### src/rtl/proximity_pkg.sv
// Shared constants and state encoding for the ultrasonic ranger controller.
package proximity_pkg;

    localparam int DEF_TRIG_CYCLES    = 500;      // 10 us at 50 MHz
    localparam int DEF_PERIOD_CYCLES  = 3000000;  // 60 ms trigger-to-trigger
    localparam int DEF_THRESH_CYCLES  = 58000;    // ~20 cm
    localparam int DEF_TIMEOUT_CYCLES = 1250000;  // 25 ms
    localparam int DEF_CNT_W          = 22;

    typedef enum logic [1:0] {
        TRIG    = 2'd0,
        WAIT_HI = 2'd1,
        MEASURE = 2'd2,
        HOLD    = 2'd3
    } state_t;

endpackage

### src/rtl/echo_sync.sv
// Two-flop synchronizer for the raw echo pin plus a registered copy
// used to form single-cycle rise/fall strobes on the synchronized level.
module echo_sync (
    input  logic clock,
    input  logic reset_n,
    input  logic echo_in,
    output logic echo_s,
    output logic rise,
    output logic fall
);

    logic s1, s2, s3;

    // metastability chain, then one extra stage for edge detection
    always_ff @(posedge clock or negedge reset_n) begin
        if (!reset_n) begin
            s1 <= 1'b0;
            s2 <= 1'b0;
            s3 <= 1'b0;
        end else begin
            s1 <= echo_in;
            s2 <= s1;
            s3 <= s2;
        end
    end

    assign echo_s = s2;
    assign rise   = s2 & ~s3;
    assign fall   = ~s2 & s3;

endmodule

### src/rtl/proximity_sensor.sv
// HC-SR04-style ranger controller: periodic trigger, echo width
// measurement and a registered "too close" flag for the drive logic.
module proximity_sensor
    import proximity_pkg::*;
#(
    parameter int TRIG_CYCLES    = DEF_TRIG_CYCLES,
    parameter int PERIOD_CYCLES  = DEF_PERIOD_CYCLES,
    parameter int THRESH_CYCLES  = DEF_THRESH_CYCLES,
    parameter int TIMEOUT_CYCLES = DEF_TIMEOUT_CYCLES,
    parameter int CNT_W          = DEF_CNT_W
) (
    input  logic clock,
    input  logic reset_n,
    output logic trig,
    input  logic Echo,
    output logic crash
);

    localparam logic [CNT_W-1:0] TRIG_C   = CNT_W'(TRIG_CYCLES);
    localparam logic [CNT_W-1:0] PER_LAST = CNT_W'(PERIOD_CYCLES - 1);
    localparam logic [CNT_W-1:0] TO_LAST  = CNT_W'(TIMEOUT_CYCLES - 1);
    localparam logic [CNT_W-1:0] TO_C     = CNT_W'(TIMEOUT_CYCLES);
    // The rise cycle is a high cycle already spent in WAIT_HI, so the true
    // pulse width is width+1; comparing against THRESH-1 accounts for it.
    localparam logic [CNT_W-1:0] THR_M1   = CNT_W'(THRESH_CYCLES - 1);

    state_t           state, state_n;
    logic [CNT_W-1:0] pcnt;
    logic [CNT_W-1:0] cnt, cnt_n;
    logic [CNT_W-1:0] width, width_n;
    logic             trig_n, crash_n;
    logic             wrap;
    logic             echo_s, rise, fall;

    echo_sync u_sync (
        .clock   (clock),
        .reset_n (reset_n),
        .echo_in (Echo),
        .echo_s  (echo_s),
        .rise    (rise),
        .fall    (fall)
    );

    assign wrap = (pcnt == PER_LAST);

    // free-running period counter; its wrap restarts the trigger cycle
    always_ff @(posedge clock or negedge reset_n) begin
        if (!reset_n)
            pcnt <= '0;
        else if (wrap)
            pcnt <= '0;
        else
            pcnt <= pcnt + 1'b1;
    end

    // state, counters and registered outputs
    always_ff @(posedge clock or negedge reset_n) begin
        if (!reset_n) begin
            state <= TRIG;
            cnt   <= '0;
            width <= '0;
            trig  <= 1'b0;
            crash <= 1'b0;
        end else begin
            state <= state_n;
            cnt   <= cnt_n;
            width <= width_n;
            trig  <= trig_n;
            crash <= crash_n;
        end
    end

    // next-state and next-output logic
    always_comb begin
        state_n = state;
        cnt_n   = cnt;
        width_n = width;
        trig_n  = 1'b0;
        crash_n = crash;

        case (state)
            TRIG: begin
                if (cnt < TRIG_C) begin
                    trig_n = 1'b1;
                    cnt_n  = cnt + 1'b1;
                end else begin
                    cnt_n   = '0;
                    state_n = WAIT_HI;
                end
            end
            WAIT_HI: begin
                if (rise) begin
                    width_n = '0;
                    cnt_n   = '0;
                    state_n = MEASURE;
                end else if (cnt >= TO_LAST) begin
                    crash_n = 1'b0;
                    cnt_n   = '0;
                    state_n = HOLD;
                end else begin
                    cnt_n = cnt + 1'b1;
                end
            end
            MEASURE: begin
                if (fall) begin
                    crash_n = (width < THR_M1);
                    state_n = HOLD;
                end else if (width >= TO_C) begin
                    // echo stuck high: report no object
                    crash_n = 1'b0;
                    state_n = HOLD;
                end else if (echo_s) begin
                    width_n = width + 1'b1;
                end
            end
            HOLD: begin
                state_n = HOLD;
            end
            default: state_n = TRIG;
        endcase

        // period wrap overrides whatever the FSM was doing
        if (wrap) begin
            state_n = TRIG;
            cnt_n   = '0;
            trig_n  = 1'b0;
        end
    end

endmodule

### config.mk
export PLATFORM = sky130hd
export DESIGN_NAME = proximity_sensor
export DESIGN_NICKNAME = d
export VERILOG_FILES = /design/src/rtl/proximity_pkg.sv /design/src/rtl/echo_sync.sv /design/src/rtl/proximity_sensor.sv
export SDC_FILE = /design/constraint.sdc
export NUM_CORES = 1
export LEC_CHECK = 0
export ABC_CLOCK_PERIOD_IN_PS = 4800
export CORE_MARGIN = 1
export CORE_UTILIZATION = 35
export DETAILED_ROUTE_END_ITERATION = 8
export GPL_TIMING_DRIVEN = 0
export PLACE_DENSITY = 0.49
export SLEW_MARGIN = 5
export SYNTH_ARGS = -nofsm -noshare
export SYNTH_HDL_FRONTEND = slang
export SYNTH_SLANG_ARGS = --single-unit
### constraint.sdc
create_clock -name clock -period 4.8 [get_ports clock]
set_input_delay 1.2 -clock clock [delete_from_list [all_inputs] [get_ports clock]]
set_output_delay 1.2 -clock clock [all_outputs]
set_load 0.01 [all_outputs]
==> run_results.csv <==
group,metric,value,unit
synth,ys_seq_area_share,43.47,%
placement,dp.cells,605,
placement,io_buffer_count,4,
clock_network,ctsLongestPathBuffers,2,
finish,fillers,1172,
routing,routed_wl,10.23,mm
critical_path,regToRegSetupSlack,2.00,ns
global_routing,grt_pass1_wl,17.18,mm
finish,finalNonFillerCells,621,
synth,async_flop_share,100.0,%
floorplan,die_height,111.6,um
finish,final_common_cell,"dfrtp_1",
finish,mostFrequentLayoutCells,"dfrtp_1 (73), nand2_1 (47), nor2_1 (42), nand3_1 (26)",
clock_network,cts_root_buf,"clkbuf_16",
finish,final_util,40.77,%
clock_network,cts-htree-levels,3,
clock_network,clk_pin_slew,0.06,ns
routing,first_pass_iters,4,
global_routing,overflow,0,
clock_network,cts_hold_buffers,0,
pwr,p_leak,1.899,nW
routing,avgRoutedWirePerCell,16.48,um
finish,antennaDiodeCount,0,
job,drv_cap,0,
sta,tightestPinTransition,0.9005,ns
critical_path,critPathCaptureType,"register",
finish,fin_area,4715,sq um
sta,fin_crit,2.803,ns
synth,yosysUniqueCellTypes,60,
synth,synth_area_per_cell,9.196,sq um
synth,synthCells,457,
floorplan,io-pin-count,5,
sta,max_slew_margin,39.61,%
sta,rsz0062_at_grt,"false",
clock_network,numClockSinks,73,
floorplan,initial_core_util,36.34,%
synth,synth_ff_type,"dfrtp_1",
critical_path,critical_path_class,"reg2reg",
finish,drive_gt1_share,6.067,%
routing,dr.first_iter.drc_count,149,
critical_path,cp-start-kind,"register",
synth,synth.mux.area_fraction,0.5359,%
pwr,p_comb_share,1.4,%
sta,max_freq,356.8,MHz
worst_hold_path,hold_depth,0,
sta,fin_ws,1.997,ns
routing,vias_per_cell,5.686,
synth,synth_largest_area_cell,"dfrtp_1",
clock_network,tritoncts,"yes",
placement,dp_slack,2.006,ns
critical_path,worstPathArrival,3.00,ns
synth,yosys.area_share.adder,2.679,%
clock_network,cts-resized-gates,0,
synth,syn_area,4203,sq um
pwr,powerDensity,267.5,nW/um^2
pwr,internal-power,0.9962,mW
synth,synthesis.nets,469,
sta,period_share,58.39,%
sta,hold_ws,0.3541,ns
placement,placement.cell_area,4439,sq um
pwr,swShare,21.01,%
clock_network,insertion_delay,0.34,ns
finish,multi_input_area,2240,sq um
global_routing,antenna_found_initial,0,
synth,synth_edf_count,0,
critical_path,reg2regPathDepth,8,
clock_network,post-cts-setup-buffer-count,0,
finish,area_growth,12.18,%
worst_hold_path,hold_class,"reg2reg",
floorplan,fp.dieW,111.6,um
synth,synth_simple_gate_area_share,25.87,%
global_routing,grt_pass1_vias,3369,
synth,synth_top_cells_by_area,"dfrtp_1 (43%), nand2_1 (4.2%), nor2_1 (3.8%)",
synth,synth_top_area_share,43.47,%
synth,synth-xor-area-share,5.418,%
sta,final.setup.tns,0,ns
pwr,vdd_drop_max,0.1760,mV
routing,final_antenna_net_count,0,
floorplan,num_rows,39,
sta,finalHoldViolCount,0,
critical_path,worstReg2RegEnd,"width[7]$_DFFE_PN0P_",
placement,gp_congestion,0.8040,
floorplan,coreArea,11560,sq um
pwr,total_power,1.261,mW
finish,seqCellArea,1827,sq um
floorplan,die_area,12450,sq um
pwr,switchingPower,0.2649,mW
critical_path,r2r_start,"state[1]$_DFFE_PN0P_",
sta,finClkSkew,0.009158,ns
finish,fin_nets,485,
sta,finalSetupViolCount,0,
worst_hold_path,hold_start,"u_sync.s1$_DFF_PN0_",
synth,synth_compound_area_share,18.79,%
synth,yosys_warnings,0,
clock_network,cts-buffers-inserted,9,
pwr,p_seq_share,49.0,%
synth,synth_top_family_by_area,"simple AND/OR/NAND/NOR gates",
sta,slew_viol_final,0,
routing,num_vias,3531,
placement,dp_hpwl,7.071,mm
global_routing,grt_max_degree,39,
synth,ys_seq_elements,73,
run_status,outcome,"finished clean",
critical_path,crit_fanout,10,
pwr,clkPwrFrac,49.6,%
worst_hold_path,hold_path_end,"u_sync.echo_s$_DFF_PN0_",
global_routing,track_usage,17.59,%
critical_path,required,5.00,ns
routing,route.detailed.drc,0,
[area by class of cell]
cell class | count | share of cell area (%)
multi-input combinational | 351 | 47.51
sequential | 73 | 38.75
clock buffer | 13 | 5.520
tap | 143 | 3.795
buffer | 20 | 1.858
timing repair buffer | 5 | 1.221
inverter | 13 | 1.035
clock inverter | 3 | 0.3185
[flip-flops by register name, indices dropped and copies added (netlist names)]
register / cells
cnt: 22
crash: 1
pcnt: 22
state: 2
trig: 1
u_sync.echo_s: 1
u_sync.s1: 1
u_sync.s3: 1
width: 22
[worst max-delay path by stage]
stage,slack [ns],endpoint,cells after the start,from
global route,1.73,width[11]$_DFFE_PN0P_,8,state[1]$_DFFE_PN0P_
finish,2.00,width[7]$_DFFE_PN0P_,8,state[1]$_DFFE_PN0P_
CTS,1.98,width[7]$_DFFE_PN0P_,8,state[1]$_DFFE_PN0P_
global placement,-0.18,pcnt[1]$_DFF_PN0_,1,reset_n
detailed placement,2.01,width[7]$_DFFE_PN0P_,8,state[1]$_DFFE_PN0P_
floorplan,2.51,crash$_DFFE_PN0P_,6,width[8]$_DFFE_PN0P_
[cells by family (layout without fill, tap and decap cells)]
family | after synthesis | in the layout
AO/OA/AOI/OAI | 106 | 106
XOR/XNOR | 26 | 26
buffers and inverters | 33 | 54
flip-flops | 73 | 73
multiplexers | 2 | 2
adder cells (fa/ha/maj) | 9 | 9
AND/OR/NAND/NOR | 208 | 208
[synthesized netlist by cell type (10+ instances only)]
cell      number
clkbuf_1      14
xnor2_1       13
and3_1        10
nand3_1       26
nand2_1       47
inv_1         13
a21oi_1       13
dfrtp_1       73
nand4_1       14
nor3_1        18
o21ai_0       18
nor2_1        42
o31ai_1       18
xor2_1        13
[power by group through the flow]
stage | Combinational (mW) | Sequential (mW) | Clock (mW)
2_1_floorplan | 0.00166 | 0.629 | 0
3_3_place_gp | 0.0166 | 0.629 | 0
3_5_place_dp | 0.0186 | 0.629 | 0
4_1_cts | 0.0187 | 0.618 | 0.650
5_1_grt | 0.0204 | 0.618 | 0.675
6_report | 0.0171 | 0.618 | 0.626
[worst max-delay path: stages (launching register included)]
cell,delay (ns)
dfrtp_1,0.39
inv_1,0.09
ha_1,0.23
clkbuf_1,0.26
a211oi_1,0.79
nor2_1,0.32
a211oi_1,0.38
xnor2_1,0.15
nor2_1,0.05
[metal layers]
metal | global-route usage [%] | vias to the layer above | share of wire [%]
met4 | 8.288 | 0 | 1.8
met1 | 23.84 | 1758 | 50
met3 | 2.994 | 13 | 1.9
li1 | - | 1727 | -
met2 | 27.38 | 33 | 46
met5 | 0 | - | 0
Note: power is estimated with default switching activity, not from simulation.
